===== src/rtl/instr_fetch_pkg.sv =====
// Shared definitions for the instruction fetch unit and the control decoder.
package instr_fetch_pkg;

    // Fetch FSM states; at most one memory request is ever outstanding.
    typedef enum logic [2:0] {
        ST_IDLE  = 3'd0,
        ST_FETCH = 3'd1,
        ST_WAIT  = 3'd2,
        ST_VALID = 3'd3,
        ST_DRAIN = 3'd4
    } fetch_state_e;

    localparam logic [31:0] RESET_PC_DEFAULT = 32'h0000_0000;

    // Major opcodes, shared with the control decoder.
    localparam logic [6:0] OPC_RTYPE  = 7'b0110011;
    localparam logic [6:0] OPC_LW     = 7'b0000011;
    localparam logic [6:0] OPC_SW     = 7'b0100011;
    localparam logic [6:0] OPC_IALU   = 7'b0010011;
    localparam logic [6:0] OPC_BRANCH = 7'b1100011;
    localparam logic [6:0] OPC_JAL    = 7'b1101111;
    localparam logic [6:0] OPC_JALR   = 7'b1100111;

    // Force a target address onto a word boundary.
    function automatic logic [31:0] align_pc(input logic [31:0] addr);
        return {addr[31:2], 2'b00};
    endfunction

endpackage


===== src/rtl/fetch_pc.sv =====
// Program counter: reset load, sequential +4 advance and word-aligned redirect.
module fetch_pc
    import instr_fetch_pkg::*;
#(
    parameter logic [31:0] RESET_PC = RESET_PC_DEFAULT
) (
    input  logic        clk,
    input  logic        reset,
    input  logic        advance,
    input  logic        redirect_valid,
    input  logic [31:0] redirect_pc,
    output logic [31:0] pc,
    output logic        align_err
);

    logic [31:0] pc_q;
    logic [31:0] pc_d;
    logic        align_err_q;
    logic        align_err_d;

    // Redirect wins over sequential advance; +4 wraps naturally at 2^32.
    always_comb begin
        pc_d        = pc_q;
        align_err_d = redirect_valid && (redirect_pc[1:0] != 2'b00);
        if (redirect_valid) begin
            pc_d = align_pc(redirect_pc);
        end else if (advance) begin
            pc_d = pc_q + 32'd4;
        end
    end

    // PC and misalignment flag registers.
    always_ff @(posedge clk) begin
        if (reset) begin
            pc_q        <= RESET_PC;
            align_err_q <= 1'b0;
        end else begin
            pc_q        <= pc_d;
            align_err_q <= align_err_d;
        end
    end

    assign pc        = pc_q;
    assign align_err = align_err_q;

endmodule


===== src/rtl/instr_fetch.sv =====
// Instruction fetch unit: single-outstanding memory fetch with stall and redirect.
module instr_fetch
    import instr_fetch_pkg::*;
#(
    parameter logic [31:0] RESET_PC = RESET_PC_DEFAULT
) (
    input  logic        clk,
    input  logic        reset,
    output logic        imem_req,
    output logic [31:0] imem_addr,
    input  logic [31:0] imem_rdata,
    input  logic        imem_rvalid,
    input  logic        redirect_valid,
    input  logic [31:0] redirect_pc,
    input  logic        stall,
    output logic        instr_valid,
    output logic [31:0] instr,
    output logic [31:0] instr_pc,
    output logic [6:0]  opcode,
    output logic        align_err
);

    fetch_state_e state_q;
    fetch_state_e state_d;
    logic [31:0]  instr_q;
    logic [31:0]  instr_d;
    logic [31:0]  instr_pc_q;
    logic [31:0]  instr_pc_d;
    logic [31:0]  pc;
    logic         advance;
    logic         capture;

    // Consumption advances the PC; a response is kept only if no redirect coincides.
    assign advance = (state_q == ST_VALID) && !stall;
    assign capture = (state_q == ST_WAIT) && imem_rvalid && !redirect_valid;

    fetch_pc #(
        .RESET_PC (RESET_PC)
    ) u_fetch_pc (
        .clk            (clk),
        .reset          (reset),
        .advance        (advance),
        .redirect_valid (redirect_valid),
        .redirect_pc    (redirect_pc),
        .pc             (pc),
        .align_err      (align_err)
    );

    // FSM state register.
    always_ff @(posedge clk) begin
        if (reset) begin
            state_q <= ST_IDLE;
        end else begin
            state_q <= state_d;
        end
    end

    // Next-state logic; a redirect with a response still in flight goes to DRAIN.
    always_comb begin
        state_d = state_q;
        case (state_q)
            ST_IDLE:  state_d = ST_FETCH;
            ST_FETCH: state_d = redirect_valid ? ST_DRAIN : ST_WAIT;
            ST_WAIT: begin
                if (redirect_valid) begin
                    state_d = imem_rvalid ? ST_FETCH : ST_DRAIN;
                end else if (imem_rvalid) begin
                    state_d = ST_VALID;
                end
            end
            ST_VALID: begin
                if (redirect_valid || !stall) begin
                    state_d = ST_FETCH;
                end
            end
            ST_DRAIN: begin
                if (imem_rvalid) begin
                    state_d = ST_FETCH;
                end
            end
            default:  state_d = ST_IDLE;
        endcase
    end

    // Moore outputs decoded from the current state.
    always_comb begin
        imem_req    = (state_q == ST_FETCH);
        instr_valid = (state_q == ST_VALID);
        imem_addr   = pc;
    end

    // Instruction capture path: only a WAIT-state response updates instr/instr_pc.
    always_comb begin
        instr_d    = instr_q;
        instr_pc_d = instr_pc_q;
        if (capture) begin
            instr_d    = imem_rdata;
            instr_pc_d = pc;
        end
    end

    // Instruction registers.
    always_ff @(posedge clk) begin
        if (reset) begin
            instr_q    <= 32'h0;
            instr_pc_q <= 32'h0;
        end else begin
            instr_q    <= instr_d;
            instr_pc_q <= instr_pc_d;
        end
    end

    assign instr    = instr_q;
    assign instr_pc = instr_pc_q;
    assign opcode   = instr_q[6:0];

endmodule


===== config.mk =====
export PLATFORM = sky130hd
export DESIGN_NAME = instr_fetch
export DESIGN_NICKNAME = d
export VERILOG_FILES = /design/src/rtl/instr_fetch_pkg.sv /design/src/rtl/fetch_pc.sv /design/src/rtl/instr_fetch.sv
export SDC_FILE = /design/constraint.sdc
export NUM_CORES = 1
export LEC_CHECK = 0
export ABC_AREA = 0
export BUFFER_PORTS_ARGS = -buffer_cell sky130_fd_sc_hd__buf_2
export CAP_MARGIN = 10
export CELL_PAD_IN_SITES_DETAIL_PLACEMENT = 0
export CELL_PAD_IN_SITES_GLOBAL_PLACEMENT = 1
export CORE_MARGIN = 4
export CORE_UTILIZATION = 34
export DETAILED_ROUTE_END_ITERATION = 6
export GPL_ROUTABILITY_DRIVEN = 0
export PLACE_DENSITY_LB_ADDON = 0.05
export SLEW_MARGIN = 20
export SYNTH_ARGS = -nofsm -noshare
export SYNTH_HDL_FRONTEND = slang
export SYNTH_SLANG_ARGS = --single-unit

===== constraint.sdc =====
create_clock -name clk -period 2.5 [get_ports clk]
set_input_delay 0.375 -clock clk [delete_from_list [all_inputs] [get_ports clk]]
set_output_delay 0.375 -clock clk [all_outputs]
set_load 0.01 [all_outputs]

[Yosys cells after proc, flatten, opt, wreduce, memory -nomap -nowiden]
Index checks and enable logic that the tools add are counted.
Cells by class
  add/sub/neg operators: 1
  equality and inequality tests: 7
  multiplexer cells: 9
  reductions and logical operators: 12
Operators by type and width (number)
  32-bit two-way mux: 2
  32-bit by 3-bit adder with 32-bit output (second input constant): 1
  3-bit two-way mux: 6
  3-bit one-hot mux with 5 select lines: 1
  3-bit by 2-bit equality test with 1-bit output (second input constant): 2
  1-bit logical AND: 4
  2-bit nonzero test: 2
  3-bit by 1-bit equality test with 1-bit output (second input constant): 1
  3-bit equality test (second input constant): 1
  3-bit logical NOT: 1
  3-bit != test (second input constant): 1
  3-bit AND reduction: 1
  1-bit logical NOT: 2
  2-bit by 1-bit != test with 1-bit output (second input constant): 1
  2-bit != test (second input constant): 1
  2-bit OR reduction: 1
  1-bit logical OR: 1
Storage, ports and cells
  register bits: 100

[Depth between registers and ports, before layout]
  depth in word-level cells: 4
  gate-level depth with buffers: 6

[Hierarchy]
Synthesis repeated with hierarchy kept, for this count alone.
Second synthesis, totals
  cells, all modules: 534
  area, all modules: 4884.7 sq um
By module, submodules not included
  instr_fetch: times used 1, cells an instance 305, area each 3076.7 sq um, seq. area each 1341.3 sq um
  fetch_pc: times used 1, cells an instance 229, area each 1808.0 sq um, seq. area each 620.6 sq um

[Worst setup path after synthesis]
No wires, ideal clock.
  path kind: reg-to-reg
  start: register u_fetch_pc.pc_q[17], in the netlist u_fetch_pc.pc[17]
  end: register u_fetch_pc.pc_q[26], in the netlist u_fetch_pc.pc[26]
  setup time: 0.118 ns
  arrival: 1.758 ns
  data required time: 2.382 ns
  path slack: 0.624 ns
  stages on the path, launching flop included: 5
  buffers on the path: 0
  clock period less this slack: 1.876 ns
  cells stage by stage: dfxtp_1 -> nand4_1 -> or4_1 -> or4_1 -> o2111a_1
Between the ends
  longest elaborated chain between the ends: 3
Ends and longest elaborated chain
  start, declared: RTL line fetch_pc.sv:16  | logic [31:0] pc_q;
  start signal, assigned: RTL line fetch_pc.sv:38  | pc_q <= pc_d;
  32-bit by 3-bit adder with 32-bit output: RTL line fetch_pc.sv:28  | pc_d = pc_q + 32'd4;
  32-bit two-way mux: RTL line fetch_pc.sv:27  | end else if (advance) begin
  32-bit two-way mux: RTL line fetch_pc.sv:25  | if (redirect_valid) begin
No other way between the ends. The select of a mux whose other input is x is not followed.
A chain may end at the register's enable or synchronous reset.

[Worst setup path after layout]
  start: register state_q[0]
  end: register u_fetch_pc.pc_q[22], in the netlist u_fetch_pc.pc[22]
Between the ends
  longest elaborated chain between the ends: 3
Ends and longest elaborated chain
  start, declared: RTL line instr_fetch.sv:23  | fetch_state_e state_q;
  start signal, assigned: RTL line instr_fetch.sv:54  | state_q <= state_d;
  3-bit by 2-bit equality test with 1-bit output: RTL line instr_fetch.sv:34  | assign advance = (state_q == ST_VALID) && !stall;
  1-bit logical AND: RTL line instr_fetch.sv:34
  2-bit nonzero test (no source line)
No other way between the ends.

==> metrics <==
outcome complete, no violations; area delta synth->final 29.59%; global-route wire length before repair 21510 µm; Mapped Cells between 500 and 600; crit path buf inv count 0; Switch Pwr about 0.84 mW; Row Count 40; top post-synthesis cells by area dfxtp_1 (45%), nand2_1 (13%), a21oi_1 (7.6%); GRT overflow 0; vias in the first global route 4260; Die Ht ~120 µm; hold slack 0.2647 ns; Clock Power Share 0.418; clk sinks 96; post-cts repair resize count 0; synthesized flop and latch total 96; Die X between 100 and 150 µm; buffer count from post-CTS setup fixing 0; # hold bufs at CTS 0; Critical Path Source Type flop; largest net degree at the start of global routing 63; worst vdd ir about 0.00026 V; Final Skew 0.004669 ns; post-synthesis cell type count 47; clk slew on worst S/H paths roughly 0.06 ns; CTS tree yes; share of the synthesized area in the top cell type 0.4478; top-count cell post-synth nand2_1; fin nets 763; Post-synth EDFFs 0; asr flop ratio synth 0; Logic pwr share 0.090; crit-path cells and4bb_2 > nand3_2 > or4_1 > o2111a_1; multi-input logic area around 0.0021 mm²; post-synthesis sequential area ratio 0.4478; number of fill cells between 1000 and 1500; pins over their slew limit 0; Final Setup Violations 0; die area between 0.01 and 0.015 mm²; Port Buffers 170; CTS buffer count 9; fmax 481.3 MHz; Seq pwr share 0.492; HP Class input pin to flop; Initial Util 0.3529; total track usage 0.1832; LEAKAGE 2.284 nW; top_reg_cell synth dfxtp_1; setup_tns 0 ns; vias 4383; DRC Markers 0; root buffer cell clkbuf_16; drt pass-1 iters 5; Worst setup EP type flop; final HPWL from detailed placement between 9000 and 10000 µm; most instantiated cells after synthesis nand2_1 (151), dfxtp_1 (96), a21oi_1 (65); Slew @ Worst Pin 0.6569 ns; fin cells 866; fin crit share 0.8310; Mapped Area 0.004292 mm²; worst path arrival time 2.32 ns; register area 0.001922 mm²; WL per Instance 15.60 µm; Power Density 602.4 mW/mm²; RSZ-0062 raised after global routing no; Iter 0 DRT Violations 230; Top delay family on crit path simple AND/OR/NAND/NOR gates; Total Wirelength around 14000 µm; layout cells sized above 1 0.2951; synthesis warning total 0; antenna violations before repair 0; placed cells 850; critical path's slowest cell dfxtp_1; CP Class flop to flop; Pwr Total ~3.4 mW; sw frac 0.2512; relative slew slack 0.5616; Core Region 0.01216 mm²; Int Power approximately 2.5 mW; Antenna diodes 0; CP max stage delay around 0.5 ns; H-tree depth 3; Routed Antenna Nets 0; min Tclk post-route 2.078 ns; Max-Cap Viols 0; Worst-Skew Late Latency 0.34 ns; Max FO, Critical Path 15; post-DR vias/cell between 5 and 6; IO Pins ~180; core occupancy in the finished layout 0.4573; syn avg cell area 7.875 µm²; Clock Tree Buf Depth 2; CP required 2.74 ns; Final Hold Vio Count 0; cell taking the most area after synthesis dfxtp_1
## sequential cells by signal, summed over array words and instances (netlist names)
signal / flops
instr_pc: 30
instr: 32
u_fetch_pc.pc: 30
u_fetch_pc.align_err: 1
state_q: 3
## final cells by class
| class | count | share of cell area |
|---|---|---|
| inverter | 7 | 0.004724 |
| clock inverter | 5 | 0.01012 |
| multi-input combinational | 397 | 0.3840 |
| clock buffer | 11 | 0.04364 |
| timing repair buffer | 182 | 0.1741 |
| sequential | 96 | 0.3456 |
| tap | 168 | 0.03780 |
## power by group through the flow
stage	registers, mW	clock network (mW)	logic [mW]
after floorplan	1.68	0	0.147
after global placement	1.68	0	0.305
after detailed placement	1.68	0	0.305
after CTS	1.65	1.45	0.306
after global routing	1.66	1.51	0.334
final	1.65	1.40	0.301
## cells in the final DEF (no fill, tap or decap), types with 3 or more instances in the layout
| cell | instances |
|---|---|
| buf_4 | 11 |
| or4_1 | 8 |
| nand4_1 | 13 |
| clkbuf_16 | 9 |
| inv_1 | 7 |
| and2_1 | 3 |
| or3_1 | 11 |
| buf_2 | 169 |
| o31ai_1 | 6 |
| nor4_1 | 7 |
| and3_1 | 4 |
| a311oi_1 | 9 |
| a2111oi_0 | 3 |
| nor2_1 | 27 |
| a21oi_1 | 65 |
| dfxtp_1 | 96 |
| conb_1 | 4 |
| a211oi_1 | 11 |
| xor2_1 | 6 |
| o2111a_1 | 6 |
| nor3_1 | 3 |
| o21ai_0 | 10 |
| nand2_1 | 151 |
| and4_1 | 6 |
| nand3_1 | 8 |
| xnor2_1 | 3 |
| a31oi_1 | 3 |
| nor2b_1 | 3 |
## worst reg2reg max path: cells and delay by family, from the launching register on
| family | cells | cell delay, ns |
|---|---|---|
| flops | 1 | 0.50 |
| simple gates | 3 | 1.22 |
| compound gates | 1 | 0.25 |
## cell families after synthesis
logic type | after synthesis | synth area share
AND/OR/NAND/NOR | 261 | 0.2910
AO/OA/AOI/OAI | 122 | 0.1805
flip-flops | 96 | 0.4478
buffers and inverters | 55 | 0.05860
XOR/XNOR | 9 | 0.01837
adder cells (fa/ha/maj) | 1 | 0.002915
other | 1 | 0.0008738
## per-stage QoR
step,cell area (µm²),setup WS (ns)
floorplan,4303,0.6244
global placement,5263,0.4893
detailed placement,5263,0.4406
CTS,5562,0.4401
global route,5562,0.2477
finish,5562,0.4225
## worst paths after layout
path	slack, ns	startpoint	depth (start not counted)	end
max reg2reg	0.42	state_q[0]	4	u_fetch_pc.pc[22]
min reg2reg	0.45	instr[14]	2	instr[14]
max	0.42	state_q[0]	4	u_fetch_pc.pc[22]
min	0.26	imem_rdata[6]	3	instr[6]
## routing by layer
metal / global-route usage / wire length, µm / vias to the layer above
li1: - / - / 2195
met1: 0.2297 / 6051 / 2037
met2: 0.3144 / 6474 / 137
met3: 0.03461 / 804 / 14
met4: 0.06586 / 176 / 0
met5: 0 / 0 / -
Power figures use the tool's default switching activity.
